**config.mk**
```make
export PLATFORM = sky130hd
export DESIGN_NAME = bram_stream_reader
export DESIGN_NICKNAME = d
export VERILOG_FILES = /design/src/rtl/bram_stream_pkg.sv /design/src/rtl/stream_fifo2.sv /design/src/rtl/bram_stream_reader.sv
export SDC_FILE = /design/constraint.sdc
export NUM_CORES = 1
export LEC_CHECK = 0
export BUFFER_PORTS_ARGS = -buffer_cell sky130_fd_sc_hd__clkbuf_2
export CAP_MARGIN = 10
export CORE_AREA = 2 2 99 101
export CTS_CLUSTER_DIAMETER = 80
export CTS_CLUSTER_SIZE = 10
export DETAILED_ROUTE_END_ITERATION = 10
export DIE_AREA = 0 0 101 103
export PLACE_DENSITY_LB_ADDON = 0.15
export SYNTH_ARGS = -nofsm -noshare
export SYNTH_HDL_FRONTEND = slang
export SYNTH_SLANG_ARGS = --single-unit
```
**constraint.sdc**
```tcl
create_clock -name clk_i -period 2.9 [get_ports clk_i]
set_input_delay 0.145 -clock clk_i [delete_from_list [all_inputs] [get_ports clk_i]]
set_output_delay 0.145 -clock clk_i [all_outputs]
set_load 0.03 [all_outputs]
```
**src/rtl/bram_stream_pkg.sv**
```systemverilog
// Shared types and constants for the BRAM stream reader.
//   state_t   : controller states (IDLE / RUN / FLUSH)
//   BUF_DEPTH : depth of the return-path buffer
//   BUF_CNT_W : width of an occupancy count for that buffer (0..BUF_DEPTH)
package bram_stream_pkg;

    typedef enum logic [1:0] {
        IDLE,
        RUN,
        FLUSH
    } state_t;

    localparam int unsigned BUF_DEPTH = 2;
    localparam int unsigned BUF_CNT_W = $clog2(BUF_DEPTH + 1);

endpackage

```
**src/rtl/stream_fifo2.sv**
```systemverilog
// Two-entry FIFO used as the return buffer of the BRAM stream reader.
// Ports:
//   clk, rst   : clock, asynchronous active-high reset
//   push       : write push_data at the tail this cycle
//   push_data  : word to enqueue
//   pop        : drop the head entry this cycle (caller guarantees count != 0)
//   head_data  : current head entry (meaningful while count != 0)
//   count      : number of stored entries, 0..BUF_DEPTH
// Push and pop in the same cycle are both honoured and leave count unchanged.
module stream_fifo2
    import bram_stream_pkg::*;
#(
    parameter int unsigned WIDTH = 16
) (
    input  logic                 clk,
    input  logic                 rst,
    input  logic                 push,
    input  logic [WIDTH-1:0]     push_data,
    input  logic                 pop,
    output logic [WIDTH-1:0]     head_data,
    output logic [BUF_CNT_W-1:0] count
);

    logic [WIDTH-1:0] entries [BUF_DEPTH];
    // Depth is two, so a single bit per pointer wraps naturally.
    logic             wr_ptr;
    logic             rd_ptr;

    always_ff @(posedge clk or posedge rst) begin
        if (rst) begin
            for (int unsigned i = 0; i < BUF_DEPTH; i++) begin
                entries[i] <= '0;
            end
            wr_ptr <= 1'b0;
            rd_ptr <= 1'b0;
            count  <= '0;
        end else begin
            if (push) begin
                entries[wr_ptr] <= push_data;
                wr_ptr          <= ~wr_ptr;
            end
            if (pop) begin
                rd_ptr <= ~rd_ptr;
            end
            case ({push, pop})
                2'b10:   count <= count + BUF_CNT_W'(1);
                2'b01:   count <= count - BUF_CNT_W'(1);
                default: count <= count;
            endcase
        end
    end

    assign head_data = entries[rd_ptr];

endmodule

```
**src/rtl/bram_stream_reader.sv**
```systemverilog
// Read-side master for a single-port-read BRAM with a 1-cycle registered read.
// Reads len_i words starting at base_addr_i (address wraps modulo the depth)
// and presents them as a valid/ready stream with full back-pressure. A read
// suppressed by a concurrent BRAM write is retried at the same address.
// Ports:
//   clk_i, rst_i  : clock, asynchronous active-high reset
//   start_i       : begin a transfer (sampled only in IDLE)
//   base_addr_i   : first word address
//   len_i         : word count, 0..2**memSize_p
//   busy_o        : high while a transfer is in progress
//   done_o        : one-cycle pulse after the transfer completes
//   bram_read_o   : BRAM read enable
//   bram_raddr_o  : BRAM read address
//   bram_write_i  : BRAM write enable copy; suppresses this cycle's read
//   bram_data_i   : BRAM read data
//   data_o, valid_o, ready_i, last_o : output stream
module bram_stream_reader
    import bram_stream_pkg::*;
#(
    parameter int unsigned memSize_p   = 8,
    parameter int unsigned dataWidth_p = 16
) (
    input  logic                   clk_i,
    input  logic                   rst_i,
    input  logic                   start_i,
    input  logic [memSize_p-1:0]   base_addr_i,
    input  logic [memSize_p:0]     len_i,
    output logic                   busy_o,
    output logic                   done_o,
    output logic                   bram_read_o,
    output logic [memSize_p-1:0]   bram_raddr_o,
    input  logic                   bram_write_i,
    input  logic [dataWidth_p-1:0] bram_data_i,
    output logic [dataWidth_p-1:0] data_o,
    output logic                   valid_o,
    input  logic                   ready_i,
    output logic                   last_o
);

    localparam int unsigned CNT_W = memSize_p + 1;

    state_t               state;
    state_t               state_next;

    logic [memSize_p-1:0] addr;
    logic [CNT_W-1:0]     len_q;
    logic [CNT_W-1:0]     issued;
    logic [CNT_W-1:0]     returned;
    logic                 inflight;
    logic                 done_q;

    logic                 start_ok;
    logic                 start_empty;
    logic                 pop;
    logic                 accept;
    logic                 last_issue;
    logic                 last_hs;
    logic [BUF_CNT_W-1:0] buf_count;
    logic [BUF_CNT_W-1:0] occupancy;

    assign start_ok    = (state == IDLE) && start_i && (len_i != '0);
    assign start_empty = (state == IDLE) && start_i && (len_i == '0);
    assign pop         = valid_o && ready_i;
    assign accept      = bram_read_o && !bram_write_i;
    assign last_issue  = accept && ((issued + CNT_W'(1)) == len_q);
    assign last_hs     = pop && last_o;

    // Buffer slots committed after this cycle, not counting a read issued now.
    // Issuing only while this is below BUF_DEPTH keeps the FIFO from overflowing.
    assign occupancy = buf_count + BUF_CNT_W'(inflight) - BUF_CNT_W'(pop);

    // State register
    always_ff @(posedge clk_i or posedge rst_i) begin
        if (rst_i) begin
            state <= IDLE;
        end else begin
            state <= state_next;
        end
    end

    // Next-state logic
    always_comb begin
        state_next = state;
        case (state)
            IDLE:    if (start_ok)   state_next = RUN;
            RUN:     if (last_issue) state_next = FLUSH;
            FLUSH:   if (last_hs)    state_next = IDLE;
            default:                 state_next = IDLE;
        endcase
    end

    // Output logic
    always_comb begin
        busy_o      = (state != IDLE);
        bram_read_o = (state == RUN) && (issued < len_q) &&
                      (occupancy < BUF_CNT_W'(BUF_DEPTH));
    end

    // Address, counters and return tracking
    always_ff @(posedge clk_i or posedge rst_i) begin
        if (rst_i) begin
            addr     <= '0;
            len_q    <= '0;
            issued   <= '0;
            returned <= '0;
            inflight <= 1'b0;
            done_q   <= 1'b0;
        end else begin
            // Data for a read accepted this cycle appears on bram_data_i next cycle.
            inflight <= accept;
            done_q   <= start_empty || ((state == FLUSH) && last_hs);
            if (start_ok) begin
                addr     <= base_addr_i;
                len_q    <= len_i;
                issued   <= '0;
                returned <= '0;
            end else begin
                if (accept) begin
                    addr   <= addr + memSize_p'(1);
                    issued <= issued + CNT_W'(1);
                end
                if (pop) begin
                    returned <= returned + CNT_W'(1);
                end
            end
        end
    end

    stream_fifo2 #(
        .WIDTH (dataWidth_p)
    ) u_fifo (
        .clk       (clk_i),
        .rst       (rst_i),
        .push      (inflight),
        .push_data (bram_data_i),
        .pop       (pop),
        .head_data (data_o),
        .count     (buf_count)
    );

    assign valid_o      = (buf_count != '0);
    assign last_o       = valid_o && (returned == (len_q - CNT_W'(1)));
    assign done_o       = done_q;
    assign bram_raddr_o = addr;

endmodule
```
## Yosys cells after proc, flatten, opt, wreduce, memory -nomap -nowiden

Cells that the tools add are included.

| word-level totals | value |
|---|---|
| input port bits | 38 |
| output and inout bits | 29 |
| logic and storage cells | 78 |
| flip-flop bits (word level) | 75 |

| cells by class | value |
|---|---|
| reduce and logical (&&, ||, !) cells | 23 |
| bitwise operators | 4 |
| add/subtract/negate cells | 8 |
| multiplexer cells | 17 |
| order comparisons | 5 |
| equality and inequality tests | 9 |

Operator list:

| operator | number |
|---|---|
| 16-bit 2-to-1 mux | 4 |
| 9-bit 2-to-1 mux | 4 |
| 32-bit bitwise mux | 1 |
| 9-bit by 1-bit adder with 9-bit output, second input constant | 2 |
| 9-bit == test | 2 |
| 16-bit demux with 1-bit select | 1 |
| 8-bit 2-to-1 mux | 2 |
| 1-bit logical AND | 12 |
| 2-bit nonzero test | 5 |
| 9-bit logical NOT | 1 |
| 9-bit < comparator | 1 |
| 9-bit nonzero test | 1 |
| 9-bit by 1-bit subtractor with 9-bit output, second input constant | 1 |
| 8-bit by 1-bit adder with 8-bit output, second input constant | 1 |
| 2-bit 2-to-1 mux | 3 |
| 2-bit inequality test, second input constant | 3 |
| 2-bit case mux with 3 select lines | 1 |
| 2-bit by 1-bit == test with 1-bit output, second input constant | 2 |
| 2-bit == test, second input constant | 2 |
| 2-bit greater-or-equal comparator, second input constant | 2 |
| 1-bit NOT with 2-bit output | 2 |
| 2-bit case mux with 2 select lines | 1 |
| 3-bit AND reduction | 1 |
| 2-bit by 1-bit adder with 2-bit output | 1 |
| other kinds (9) | 10 |

## Longest topological paths before layout

| depth | value |
|---|---|
| depth after elaboration | 9 |
| mapped depth | 11 |
| mapped depth without buffers | 11 |

## By module

From an unflattened synthesis, not the netlist that was laid out.

| unflattened totals | value |
|---|---|
| cell total of the unflattened synthesis | 396 |
| area total of the unflattened synthesis | 4245.3 µm² |

By module, submodules not included:

| module | area an instance (µm²) | sequential area each (µm²) | cells each | times used |
|---|---|---|---|---|
| bram_stream_reader | 2633.8 | 975.9 | 296 | 1 |
| stream_fifo2 | 1611.5 | 900.9 | 100 | 1 |

## Worst setup path before layout

No wires, ideal clock.

| timing | value |
|---|---|
| path type | reg2reg |
| from | register u_fifo.count[0] |
| to | register state[0] |
| data required time | 2782 ps |
| clock period less this slack | 2983 ps |
| setup time | 118 ps |
| path buffers | 0 |
| arrival time | 2865 ps |
| slack | -83 ps |
| stages on the path, launching flop included | 11 |
| path through | dfrtp_1 or2_2 nand2_1 clkinv_1 ha_1 nor2b_1 xnor2_1 nor4_2 nand2_1 or4_1 a21o_1 |

| on the way | value |
|---|---|
| word-level cells in the longest chain between the ends | 9 |
| elaborated cells on any way between the ends | 13 |
| classes of those cells | add/sub: 2; order compare: 1; eq/ne: 2; reduce/logical: 8 |

RTL lines:

| item | line | source |
|---|---|---|
| from (decl) | stream_fifo2.sv:21 | `output logic [BUF_CNT_W-1:0] count` |
| from (signal assigned) | stream_fifo2.sv:46 | `2'b10: count <= count + BUF_CNT_W'(1);` |
| from (signal assigned) | stream_fifo2.sv:47 | `2'b01: count <= count - BUF_CNT_W'(1);` |
| from (signal assigned) | stream_fifo2.sv:48 | `default: count <= count;` |
| 2-bit nonzero test * | bram_stream_reader.sv:141 | `assign valid_o = (buf_count != '0);` |
| net valid_o | bram_stream_reader.sv:35 | `output logic valid_o,` |
| 1-bit logical AND * | bram_stream_reader.sv:63 | `assign pop = valid_o && ready_i;` |
| net pop | bram_stream_reader.sv:54 | `logic pop;` |
| 2-bit by 1-bit subtractor with 2-bit output | bram_stream_reader.sv:70 | `assign occupancy = buf_count + BUF_CNT_W'(inflight) - BUF_CNT_W'(pop);` |
| 2-bit < comparator | bram_stream_reader.sv:96 | `(occupancy < BUF_CNT_W'(BUF_DEPTH));` |
| 1-bit logical AND | bram_stream_reader.sv:95 | `bram_read_o = (state == RUN) && (issued < len_q) &&` |
| 1-bit logical AND | bram_stream_reader.sv:64 | `assign accept = bram_read_o && !bram_write_i;` |
| 1-bit logical AND | bram_stream_reader.sv:65 | `assign last_issue = accept && ((issued + CNT_W'(1)) == len_q);` |
| 2-bit inequality test (no source line) | -- |  |
| 3-bit AND reduction (no source line) * | -- |  |
| to (signal assigned) | bram_stream_reader.sv:77 | `state <= state_next;` |
| to (decl) | bram_stream_reader.sv:42 | `state_t state;` |

The timed path passes the listed nets; every way through them passes the cells marked *.
A chain may end at the register's enable or synchronous reset.

## Worst setup path after layout

| timing | value |
|---|---|
| from | register len_q[0] |
| to | output port last_o |

| on the way | value |
|---|---|
| word-level cells in the longest chain between the ends | 3 |

RTL lines:

| item | line | source |
|---|---|---|
| from (decl) | bram_stream_reader.sv:46 | `logic [CNT_W-1:0] len_q;` |
| from (signal assigned) | bram_stream_reader.sv:114 | `len_q <= len_i;` |
| 9-bit by 1-bit subtractor with 9-bit output | bram_stream_reader.sv:142 | `assign last_o = valid_o && (returned == (len_q - CNT_W'(1)));` |
| 9-bit == test | bram_stream_reader.sv:142 |  |
| 1-bit logical AND | bram_stream_reader.sv:142 |  |
| to (decl) | bram_stream_reader.sv:37 | `output logic last_o` |

No other way between the ends.

==> impl_metrics.tcl <==
set metrics [dict create \
    clk_latency_ns 0.35 \
    synthSimpleGateAreaFrac_pct 15.3 \
    grt_max_degree 53 \
    grt_pass1_wl_microns 14900 \
    timing.rr.start "u_fifo.count[1]$_DFFE_PP0P_" \
    synth-seq-cells 75 \
    fin_crit_ns 2.77 \
    reg2reg_slack_ns 0.22 \
    muxShareOfSynthArea_pct 13.4 \
    clock_sinks 75 \
    rr_worst_depth 10 \
    synth_area_sq_um 4100 \
    n_antenna_cell 0 \
    synth_top_family_by_area "simple AND/OR/NAND/NOR gates" \
    htree_num_levels 3 \
    die_y_microns 103 \
    clock_skew_ns 0.00609 \
    grt-ovfl-total 0 \
    finalWeightedCongestion 0.788 \
    port_buffers 66 \
    cts_tree "built" \
    die_area_sq_um 10400 \
    dp_hpwl_microns 6430 \
    finalSetupTns_ns 0 \
    cp-start-kind "flop" \
    io_pins 67 \
    grtUsageTotal_pct 18.4 \
    synth-xor-area-share_pct 11.1 \
    crit_fanout 6 \
    synth_fp_nets 449 \
    routed_via_density 5.17 \
    antenna_found_initial 0 \
    cp-end-kind "primary output" \
    fmax_mhz 361 \
    p_sw_w 0.00239 \
    final_hold_viol_count 0 \
    cts_made_buffers 9 \
    max-vdd-ir-drop_v 0.000387 \
    num_rows 36 \
    synth.largest_area_cell "dfrtp_1" \
    post-place-cells 572 \
    final_cell_count_no_fill 596 \
    hold_path.class "in2reg" \
    fin_crit_sh_pct 95.6 \
    start_util_pct 43.4 \
    drt_pre_antenna_iters 5 \
    wl_per_cell_microns 14.7 \
    final_common_cell "dfrtp_1" \
    critPathRequiredTime_ns 2.76 \
    synth_cell_types 45 \
    slew_violations 0 \
    synthCells 396 \
    maxCapViolations 0 \
    intPower_w 0.00314 \
    clk_path_buf_depth 2 \
    drtIter0Drc 80 \
    crit_start "len_q[0]$_DFFE_PP0P_" \
    cellLeakagePower_nw 2.24 \
    layout_common_cells "dfrtp_1, clkbuf_2, mux2_2, nand2_1, xor2_1" \
    p_per_area_nw_per_um2 1130 \
    syn-mean-instance-area_sq_um 10.4 \
    utilization_pct 51.8 \
    synth_edf_count 0 \
    pwr-share-seq_pct 34.7 \
    p_clk_share_pct 15.3 \
    endpoint "last_o" \
    pwr-share-comb_pct 50.0 \
    synth_top_area_share_pct 45.7 \
    async_flop_share_pct 100 \
    worst_r2r_endpoint "state[0]$_DFFE_PP0P_" \
    drive_gt1_share_pct 32.2 \
    area_growth_pct 19.3 \
    final_nets 530 \
    synth_flop_cell "dfrtp_1" \
    ant_nets 0 \
    fp.coreArea_sq_um 9460 \
    num-fill-cells 905 \
    setup_viol 0 \
    route.detailed.drc 0 \
    seq_area_frac_synth_pct 45.7 \
    status "complete, no violations" \
    crit_type "reg2out" \
    synth_compound_area_share_pct 6.68 \
    num_vias 3080 \
    relSlewSlack_pct 48.0 \
    yosys_warnings 0 \
    clkTransAtPathRegs_ns 0.08 \
    arrival_ns 2.63 \
    tightest_slew_ns 0.780 \
    wl_microns 8790 \
    root_buffer "clkbuf_8" \
    die_w_microns 101 \
    ys_top_cells_by_area "dfrtp_1, mux2_2, xor2_1" \
    grt_pass1_vias 3103 \
    synth_fa_ha_area_share_pct 4.57 \
    p_sw_share_pct 43.3 \
]
## cell families after synthesis
kind of cell,count (synthesis)
XOR/XNOR,52
buffers and inverters,33
flip-flops,75
multiplexers,49
AND/OR/NAND/NOR,127
adder cells (fa/ha/maj),15
AO/OA/AOI/OAI,45
## registers in the layout (all words and copies together) (netlist names)
name and count:
u_fifo.entries 32, issued 9, len_q 9, returned 9, bram_raddr_o 8, state 2
u_fifo.count 2, done_o 1, inflight 1, u_fifo.rd_ptr 1, u_fifo.wr_ptr 1
## worst min path at each step
| stage | from | endpoint | slack, ns | depth (start not counted) |
|---|---|---|---|---|
| finish | base_addr_i[1] | bram_raddr_o[1]$_DFFE_PP0P_ | 0.02 | 3 |
| global route | base_addr_i[0] | bram_raddr_o[0]$_DFFE_PP0P_ | 0.02 | 3 |
| CTS | base_addr_i[0] | bram_raddr_o[0]$_DFFE_PP0P_ | 0.003 | 3 |
| detailed placement | rst_i | bram_raddr_o[6]$_DFFE_PP0P_ | 0.29 | 2 |
| global placement | rst_i | bram_raddr_o[6]$_DFFE_PP0P_ | 0.28 | 2 |
| floorplan | base_addr_i[0] | bram_raddr_o[0]$_DFFE_PP0P_ | 0.26 | 2 |
## per-layer routing
layer,share of wire [%],global-route usage (%)
met1,47,24.4
met4,1.4,5.30
met3,3.4,4.00
met2,48,30.7
met5,0,0
## synthesized netlist by cell type, drive strengths merged (3+ instances only)
cell / instances
xor2: 33
nand2: 42
a21oi: 8
clkbuf: 13
dfrtp: 75
nand4: 5
xnor2: 19
o211ai: 3
nor2b: 3
ha: 15
nand3: 15
and3: 5
o21ai: 25
or3: 6
nor2: 26
or4: 3
nor4: 3
nand3b: 3
nor3: 8
inv: 17
mux2: 48
## final cells by class
type | count | area, sq um | area share, %
sequential | 75 | 1880 | 38.4
timing repair buffer | 84 | 483 | 9.86
clock inverter | 6 | 71.3 | 1.46
inverter | 19 | 73.8 | 1.51
multi-input combinational | 288 | 2110 | 43.1
tap | 114 | 143 | 2.91
clock buffer | 10 | 138 | 2.81
## power groups by stage
| stage | registers, W | logic [W] | clock network (W) |
|---|---|---|---|
| global route | 0.00199 | 0.00307 | 0.000925 |
| detailed placement | 0.00194 | 0.00275 | 0 |
| finish | 0.00192 | 0.00276 | 0.000848 |
| global placement | 0.00192 | 0.00272 | 0 |
| floorplan | 0.00189 | 0.00209 | 0 |
| CTS | 0.00192 | 0.00278 | 0.000886 |
## per-stage QoR
step | hold slack, ns | setup slack, ns | area [sq um] | total power [W]
floorplan | 0.262 | 0.0506 | 4110 | 0.00398
global placement | 0.277 | 0.186 | 4600 | 0.00464
detailed placement | 0.288 | 0.107 | 4600 | 0.00470
CTS | 0.00267 | 0.0160 | 4880 | 0.00559
global route | 0.0200 | -0.00220 | 4900 | 0.00599
finish | 0.0204 | 0.129 | 4900 | 0.00553
## worst max-delay path, cell delays in order, from the launching register on
cell	delay (ns)
dfrtp_2	0.44
inv_1	0.07
ha_1	0.31
xor2_1	0.15
nand3_1	0.10
or3_1	0.31
or4_4	0.53
nor2_1	0.14
clkbuf_2	0.22
## repair_timing
| item | CTS | global route |
|---|---|---|
| resized for setup | 0 | 4 |
| endpoints found under the setup margin | 0 | 3 |
| buffers inserted | 0 | 1 |
| hold endpoints to repair | 36 | 0 |
| hold buffers | 7 | 0 |
Note: power is estimated with default switching activity, not from simulation.
